<file path="config.mk">
export PLATFORM = sky130hd
export DESIGN_NAME = fetch_sequencer
export DESIGN_NICKNAME = d
export VERILOG_FILES = /design/src/rtl/fetch_pkg.sv /design/src/rtl/fetch_sequencer_pc_next.sv /design/src/rtl/fetch_sequencer.sv
export SDC_FILE = /design/constraint.sdc
export NUM_CORES = 1
export LEC_CHECK = 0
export CAP_MARGIN = 20
export CORE_MARGIN = 4
export CORE_UTILIZATION = 49
export CTS_BUF_LIST = sky130_fd_sc_hd__clkbuf_4 sky130_fd_sc_hd__clkbuf_8 sky130_fd_sc_hd__clkbuf_16
export DETAILED_ROUTE_END_ITERATION = 10
export PLACE_DENSITY = 0.84
export SLEW_MARGIN = 20
export SYNTH_ARGS = -nofsm -noshare
export SYNTH_HDL_FRONTEND = slang
export SYNTH_SLANG_ARGS = --single-unit
</file>
<file path="constraint.sdc">
create_clock -name Clk -period 2.9 [get_ports Clk]
set_input_delay 0.435 -clock Clk [delete_from_list [all_inputs] [get_ports Clk]]
set_output_delay 0.435 -clock Clk [all_outputs]
set_load 0.1 [all_outputs]
</file>
<file path="src/rtl/fetch_pkg.sv">
// Shared definitions for the instruction fetch sequencer.
//   - state_e      : sequencer states (IDLE / RUN / HALTED)
//   - *_DEF        : default address / instruction widths and halt encoding
//   - PSEL_*       : ProgSel encodings selecting a program entry point
package fetch_pkg;

  localparam int unsigned ADDR_W_DEF = 11;
  localparam int unsigned INST_W_DEF = 9;

  localparam logic [INST_W_DEF-1:0] HALT_WORD_DEF = '1;

  typedef enum logic [1:0] {
    ST_IDLE,
    ST_RUN,
    ST_HALTED
  } state_e;

  localparam logic [1:0] PSEL_PROG0 = 2'd0;
  localparam logic [1:0] PSEL_PROG1 = 2'd1;
  localparam logic [1:0] PSEL_PROG2 = 2'd2;
  localparam logic [1:0] PSEL_ALT0  = 2'd3;  // aliases program 0

endpackage

</file>
<file path="src/rtl/fetch_sequencer_pc_next.sv">
// Combinational next-PC selection.
//   pc         in  current program counter
//   branch_en  in  take a branch instead of incrementing
//   branch_rel in  1 = target is a two's-complement offset, 0 = absolute
//   target     in  branch target or offset
//   pc_nxt     out next program counter (wraps mod 2^ADDR_W)
module pc_next #(
  parameter int unsigned ADDR_W = 11
) (
  input  logic [ADDR_W-1:0] pc,
  input  logic              branch_en,
  input  logic              branch_rel,
  input  logic [ADDR_W-1:0] target,
  output logic [ADDR_W-1:0] pc_nxt
);

  always_comb begin
    pc_nxt = pc + 1'b1;
    if (branch_en) begin
      // The offset is already ADDR_W wide, so sign extension to ADDR_W is the
      // identity and a plain modular add gives the signed relative target.
      pc_nxt = branch_rel ? (pc + target) : target;
    end
  end

endmodule

</file>
<file path="src/rtl/fetch_sequencer.sv">
// Program counter and fetch controller for the instruction ROM.
//   Clk, Reset       clock and synchronous active-high reset
//   Start, ProgSel   launch request and entry-point select
//   InstIn           ROM word for the current InstAddress (same cycle)
//   Stall            hold the PC (halt not recognised while stalled)
//   BranchEn/BranchRel/Target  branch control
//   InstAddress      registered PC driven to the ROM
//   Running          high while in RUN
//   Done             one-cycle pulse after a halt is retired
//   CycleCount       saturating count of RUN cycles for the current/last program
module fetch_sequencer
  import fetch_pkg::*;
#(
  parameter int unsigned            ADDR_W      = ADDR_W_DEF,
  parameter int unsigned            INST_W      = INST_W_DEF,
  parameter int unsigned            CNT_W       = 16,
  parameter logic [ADDR_W-1:0]      PROG0_START = '0,
  parameter logic [ADDR_W-1:0]      PROG1_START = 11'd512,
  parameter logic [ADDR_W-1:0]      PROG2_START = 11'd1024,
  parameter logic [INST_W-1:0]      HALT_WORD   = HALT_WORD_DEF
) (
  input  logic              Clk,
  input  logic              Reset,
  input  logic              Start,
  input  logic [1:0]        ProgSel,
  input  logic [INST_W-1:0] InstIn,
  input  logic              Stall,
  input  logic              BranchEn,
  input  logic              BranchRel,
  input  logic [ADDR_W-1:0] Target,
  output logic [ADDR_W-1:0] InstAddress,
  output logic              Running,
  output logic              Done,
  output logic [CNT_W-1:0]  CycleCount
);

  state_e             state_q, state_d;
  logic [ADDR_W-1:0]  pc_q, pc_d;
  logic               done_q, done_d;
  logic [CNT_W-1:0]   cnt_q, cnt_d;
  logic [ADDR_W-1:0]  pc_nxt;
  logic [ADDR_W-1:0]  entry;

  pc_next #(
    .ADDR_W(ADDR_W)
  ) u_pc_next (
    .pc        (pc_q),
    .branch_en (BranchEn),
    .branch_rel(BranchRel),
    .target    (Target),
    .pc_nxt    (pc_nxt)
  );

  always_comb begin
    unique case (ProgSel)
      PSEL_PROG1: entry = PROG1_START;
      PSEL_PROG2: entry = PROG2_START;
      PSEL_PROG0,
      PSEL_ALT0:  entry = PROG0_START;
      default:    entry = PROG0_START;
    endcase
  end

  always_comb begin
    state_d = state_q;
    pc_d    = pc_q;
    done_d  = 1'b0;
    cnt_d   = cnt_q;
    unique case (state_q)
      ST_RUN: begin
        cnt_d = (cnt_q == '1) ? cnt_q : cnt_q + 1'b1;
        if (!Stall && (InstIn == HALT_WORD)) begin
          state_d = ST_HALTED;
          done_d  = 1'b1;
        end else if (!Stall) begin
          pc_d = pc_nxt;
        end
      end
      ST_IDLE,
      ST_HALTED: begin
        if (Start) begin
          state_d = ST_RUN;
          pc_d    = entry;
          cnt_d   = '0;
        end
      end
      default: state_d = ST_IDLE;
    endcase
  end

  always_ff @(posedge Clk) begin
    if (Reset) begin
      state_q <= ST_IDLE;
      pc_q    <= '0;
      done_q  <= 1'b0;
      cnt_q   <= '0;
    end else begin
      state_q <= state_d;
      pc_q    <= pc_d;
      done_q  <= done_d;
      cnt_q   <= cnt_d;
    end
  end

  assign InstAddress = pc_q;
  assign Running     = (state_q == ST_RUN);
  assign Done        = done_q;
  assign CycleCount  = cnt_q;

endmodule

</file>
==> run metrics, run 1 <==
outcome complete, no violations; Num CTS Buffers 5; clk sink count 30; drt total wl approximately 6.2 mm; Initial Util 0.524; minimum clock period around 2.6 ns; count of pins over their slew limit 0; worst path cell trace clkdlybuf4s50_1, ha_1, fa_1, a21oi_1, o21ai_0, a31oi_1, mux2_2, o211a_1; top layer in use met4; GRT Util Overall 0.229; CTS tree built; clock skew around 0.0049 ns; global-route wire length before repair 9.94 mm; Startpoint Class input pin; Setup crit end kind flip-flop; Final Setup Violations 0; row count 23; sequential area share after synthesis 0.278; P_int between 0.7 and 0.8 mW; hold buffer count at cts 0; Highest Clock Rate about 0.38 GHz; Ys Warns 0; kind of critical path in2reg; Worst Setup SP Target[0]; Clock Latency Late Sink between 0.2 and 0.3 ns; IO Port Bufs 56; wl on met1 ~2.7 mm; RePlAce Congestion 1.01; share of power burned in registers 0.392; Clock power frac 0.325; critical path required time 3.08 ns; min-delay src state_q[1]; Fin. Hold Viols 0; Layout area overhead 32.0%; syn_nets between 300 and 400; Setup Buffers After CTS 0; root buf cell clkbuf_8; post-route setup TNS 0 ns; Final ANT Viol Nets 0; Static Leakage 1.16 nW; antenna violations before repair 0; H-tree depth 2; power per cell area slightly below 400 mW/mm2; Syn Area/Cell approximately 7.7 um2; Psw ~0.38 mW; R2R Path Start InstAddress[0]; Detail Placement HPWL about 4.7 mm; DIE HEIGHT 74.4 um; Met3 Wirelength ~560 um; number of global-route vias before repair 2175; Synth cell types 49; max incr delay on CP between 0.4 and 0.5 ns; DR WL/cell around 16 um; Post-synth ARST share 0; worst hold stages 2; core box area around 0.004 mm2; top_reg_cell synth dfxtp_1; Design Area, Final approximately 0.0028 mm2; num ports 57; unrepaired setup endpoints after global routing false; clock slew seen by the registers of the worst setup and hold paths 0.06 ns; placed cell areas about 0.0027 mm2; WL met2 roughly 2.9 mm; crit path max fanout 3; Post-synth EDFFs 0; Residual DRC 0; diode count 0; first-pass iteration count of the detailed router 4; Max-cap violations 0; FF+latch count, synth 30; DIE WIDTH approximately 74 um; Worst path slowest cell clkdlybuf4s50_1; Worst-Margin Slew approximately 0.66 ns; vias per std cell about 6; grt total ovfl 0; Synth Cell Area ~0.0022 mm2; largest net degree at the start of global routing 15; Comb pwr share 0.284; DR vias 2381; die outline area between 0.005 and 0.006 mm2; DRT iter0 DRCs 243; relative slew slack 0.556; switching share of power 0.339; R2R cell count 7; Hold Path Class reg2reg; Cells after Synth approximately 280; Tcrit/Tclk final 0.899; Final #Nets a little under 400; CTS max path bufs 2; maximum VDD drop around 330 uV; PostCTS Resize Cnt 0; Worst EP arrival ~2.8 ns; share of cells above drive strength 1 0.168
synth_stat cells (2+ instances only):
cell	number	area [um2]
a211oi_1	3	22.5
o31ai_1	6	45.0
ha_1	12	150
nor2_1	21	78.8
a211o_1	3	26.3
mux2i_1	2	20.0
o211a_1	2	20.0
nand3_1	15	75.1
nand4_1	3	18.8
o2111ai_1	3	26.3
o211ai_1	7	52.6
nor4_1	3	18.8
nand2_1	31	116
clkbuf_1	9	33.8
xor2_1	8	70.1
nand2b_1	2	12.5
o32ai_1	4	35.0
inv_1	18	67.6
and4_1	2	17.5
dfxtp_1	30	601
or2_2	3	18.8
o221ai_1	4	35.0
a21oi_1	19	95.1
xnor2_1	8	70.1
or3_1	6	37.5
or4_1	3	22.5
mux2_2	2	22.5
o21ai_0	19	95.1
a21o_1	2	15.0
a31oi_1	6	37.5
nor3_1	5	25.0
a221oi_1	3	26.3
through the flow:
stage | std cells | setup WS, ns | power, mW | hold WS (ns) | utilization
finish | 396 | 0.292 | 1.12 | 0.479 | 0.692
floorplan | 281 | 0.143 | 0.660 | 0.440 | -
global placement | 388 | 0.0711 | 0.755 | 0.457 | 0.668
CTS | 396 | 0.325 | 1.12 | 0.477 | 0.691
detailed placement | 388 | 0.0352 | 0.761 | 0.464 | 0.668
global route | 396 | 0.153 | 1.17 | 0.499 | 0.692
worst paths after layout:
check / to / slack, ns
setup / recovery: InstAddress[10] / 0.29
hold / removal: state_q[1] / 0.48
setup reg to reg: InstAddress[10] / 0.50
hold reg to reg: state_q[1] / 0.48
power groups by stage:
| stage | logic (mW) | registers, mW | clock network (mW) |
|---|---|---|---|
| finish | 0.318 | 0.439 | 0.364 |
| global placement | 0.308 | 0.447 | 0 |
| global route | 0.337 | 0.440 | 0.390 |
| detailed placement | 0.314 | 0.448 | 0 |
| CTS | 0.315 | 0.439 | 0.364 |
| floorplan | 0.147 | 0.513 | 0 |
logic make-up (layout without fill, tap and decap cells):
kind of cell,after synthesis,count (layout),synth area share
and+or+nand+nor,100,100,0.227
AOI/OAI and AO/OA,87,87,0.268
DFF,30,30,0.278
buffers and inverters,30,95,0.0562
xor gates and xnor gates,16,16,0.0649
adders and majority gates,13,13,0.0788
muxes,5,5,0.0267
worst max-delay path, delay by kind of cell:
kind | cells | cell delay [ns]
muxes | 1 | 0.36
AOI/OAI and AO/OA | 4 | 0.92
buffers and inverters | 1 | 0.42
adders and majority gates | 2 | 0.65
metal layers:
| metal | up-vias | track usage |
|---|---|---|
| li1 | 1167 | - |
| met1 | 1098 | 0.305 |
| met2 | 104 | 0.365 |
| met3 | 12 | 0.0581 |
| met4 | 0 | 0.0731 |
| met5 | - | 0 |
flip-flops by register name (all words and copies together) (netlist names):
register,cells
CycleCount,16
InstAddress,11
state_q,2
Done,1
cell type report:
| class | count | area, um2 |
|---|---|---|
| Fill cell | 362 | 1270 |
| Multi-Input combinational cell | 221 | 1440 |
| Timing Repair Buffer | 68 | 578 |
| Tap cell | 50 | 62.6 |
| Clock buffer | 7 | 90.1 |
| Clock inverter | 1 | 5.00 |
| Sequential cell | 30 | 601 |
| Inverter | 19 | 71.3 |
cell usage in the layout (no fill, tap or decap), types with 3 or more instances in the layout:
cell type / count
ha_1: 12
a21oi_1: 19
o221ai_1: 4
a221oi_1: 3
nor3_1: 5
or4_1: 3
o211ai_1: 7
xnor2_1: 8
inv_1: 18
nand2_1: 31
nand3_1: 15
o32ai_1: 4
o31ai_1: 5
buf_4: 41
a211oi_1: 3
xor2_1: 8
or3_1: 6
nand4_1: 3
clkdlybuf4s50_1: 27
a31oi_1: 6
clkbuf_8: 6
nor2_1: 21
dfxtp_1: 30
o21ai_0: 19
or2_2: 3
nor4_1: 3
a211o_1: 3
o2111ai_1: 3
Power figures use the tool's default switching activity.
==> run 2, diff against run 1 <==
--- a/config.mk
+++ b/config.mk
@@ -10,7 +10,9 @@
 export CORE_UTILIZATION = 49
 export CTS_BUF_LIST = sky130_fd_sc_hd__clkbuf_4 sky130_fd_sc_hd__clkbuf_8 sky130_fd_sc_hd__clkbuf_16
 export DETAILED_ROUTE_END_ITERATION = 10
+export HOLD_SLACK_MARGIN = 0.08
 export PLACE_DENSITY = 0.84
+export REMOVE_ABC_BUFFERS = 1
 export SLEW_MARGIN = 20
 export SYNTH_ARGS = -nofsm -noshare
 export SYNTH_HDL_FRONTEND = slang
==> run metrics, run 2 (synthesized netlist as in run 1, its figures left out) <==
clock slew seen by the registers of the worst setup and hold paths 0.06 ns (about the same); Psw 0.371 mW (-2.4%); outcome complete, no violations; relative slew slack 0.287 (-0.270); DRT iter0 DRCs 214 (-12%); Setup Buffers After CTS 0 (unchanged); Core Util, Final 0.692 (about the same); root buf cell clkbuf_8; Max-cap violations 0 (unchanged); number of global-route vias before repair 2165 (-0.46%); share of power burned in registers 0.371 (-0.021); Initial Util 0.524 (unchanged); max incr delay on CP 0.43 ns (about the same); Static Leakage 1.15 nW (-0.33%); number of non-filler instances in the completed layout 393 (-0.76%); row count 23 (unchanged); Final #Nets 384 (-0.52%); Design Area, Final 0.00285 mm2 (about the same); total power 1.18 mW (+5.7%); Layout area overhead 31.9% (about the same); core box area 0.00412 mm2 (unchanged); largest net degree at the start of global routing 15 (unchanged); worst path cell trace clkdlybuf4s50_1, ha_1, fa_1, a21oi_1, o21ai_0, a31oi_1, mux2_2, o211a_1; Worst-Margin Slew 1.06 ns (+0.399 ns); RePlAce Congestion 0.944 (-6.5%); P_int 0.814 mW (+9.9%); placed cell count 386 (-0.52%); Tcrit/Tclk final 0.905 (+0.00581); dpl ws 0.0312 ns (-0.00397 ns); clk sink count 30 (unchanged); Residual DRC 0 (unchanged); most frequent cells in the layout 39 x buf_4, 31 x nand2_1, 30 x dfxtp_1; clock skew 0.00286 ns (-0.00207 ns); unrepaired setup endpoints after global routing false; global-route wire length before repair 9.76 mm (-1.8%); die outline area 0.00553 mm2 (unchanged); Clock power frac 0.365 (+0.040); commonest non-fill, non-tap cell in the layout buf_4; DR vias 2373 (-0.34%); Detail Placement HPWL 4.51 mm (-4.3%); Fin. Hold Viols 0 (unchanged); DR WL/cell 14.9 um (-5.1%); PostCTS Resize Cnt 0 (unchanged); H-tree depth 2 (unchanged); critical path required time 3.08 ns (about the same); Worst path slowest cell clkdlybuf4s50_1; drt total wl 5.87 mm (-5.8%); max FFs per register 16 (unchanged); Comb pwr share 0.264 (-0.020); worst hold stages 2 (unchanged); Final ANT Viol Nets 0 (unchanged); Highest Clock Rate 0.381 GHz (-0.64%); Reg2Reg Setup Slack 0.49 ns (about the same); kind of critical path in2reg; Setup crit end kind flip-flop; Hold Path Class reg2reg; crit path max fanout 3 (unchanged); maximum VDD drop 283 uV (-15%); R2R cell count 6 (-1); placed cell areas 0.00273 mm2 (-0.55%); Num CTS Buffers 5 (unchanged); setup ws final 0.275 ns (-0.0169 ns); Clock Latency Late Sink 0.28 ns (about the same); Worst R2R End CycleCount[7]; antenna violations before repair 0 (unchanged); diode count 0 (unchanged); count of pins over their slew limit 0 (unchanged); first-pass iteration count of the detailed router 4 (unchanged); minimum clock period 2.63 ns (+0.0169 ns); post-route setup TNS 0 ns (unchanged); CTS max path bufs 2 (unchanged); min-delay src state_q[1]; vias per std cell 6.04 (+0.42%); worst hold margin 0.491 ns (+0.0115 ns); GRT Util Overall 0.223 (-0.00625); share of cells above drive strength 1 0.157 (-0.0102); grt total ovfl 0 (unchanged); R2R Path Start state_q[0]; Startpoint Class input pin; DIE WIDTH 74.4 um (unchanged); Worst EP arrival 2.80 ns (about the same); CTS tree built; Final Setup Violations 0 (unchanged); hold buffer count at cts 0 (unchanged); IO Port Bufs 56 (unchanged); Hold Path Sink state_q[1]; power per cell area 416 mW/mm2 (+5.8%); DIE HEIGHT 74.4 um (unchanged); num ports 57 (unchanged); switching share of power 0.313 (-0.0260)
run 2: changes by cell type in the layout (fill, tap and decap cells not counted), sizes merged:
cell	delta
clkinv	-1
clkbuf	-1
buf	-2
bufinv	+1
run 2: how the worst max path moves through the flow:
stage,start,to,slack [ns],cells past startpoint
2_1_floorplan,CycleCount[7],CycleCount[15],0.14,5
3_3_place_gp,Target[0],InstAddress[10],0.06,8
3_5_place_dp,Target[0],InstAddress[10],0.03,8
4_1_cts,Target[0],InstAddress[10],0.30,8
5_1_grt,Target[0],InstAddress[10],0.21,8
6_report,Target[0],InstAddress[10],0.27,8
run 2: critical path, delay by kind of cell:
kind / cells / cell delay [ns]
fa+ha+maj: 2 / 0.64
buf+inv: 1 / 0.43
compound gates: 4 / 0.94
mux: 1 / 0.35
run 2: area by class of cell:
type	instances	area (um2)
sequential	30	601
timing repair buffer	66	563
tap	50	62.6
clock inverter	1	30.0
inverter	19	71.3
clock buffer	6	82.6
multi-input combinational	221	1440
fill	350	1270
run 2: power groups by stage:
stage	registers (mW)	clock network (mW)	logic [mW]
after CTS	0.440	0.440	0.311
after floorplan	0.515	0	0.134
after detailed placement	0.449	0	0.309
final	0.440	0.432	0.312
after global routing	0.442	0.460	0.337
after global placement	0.449	0	0.305
run 2: layer usage:
metal | global-route usage | vias to the layer above | wire [um]
met2 | 0.344 | 94 | 2730
met4 | 0.0791 | 0 | 103
met5 | 0 | - | 0
li1 | - | 1167 | -
met3 | 0.0500 | 14 | 434
met1 | 0.306 | 1098 | 2610
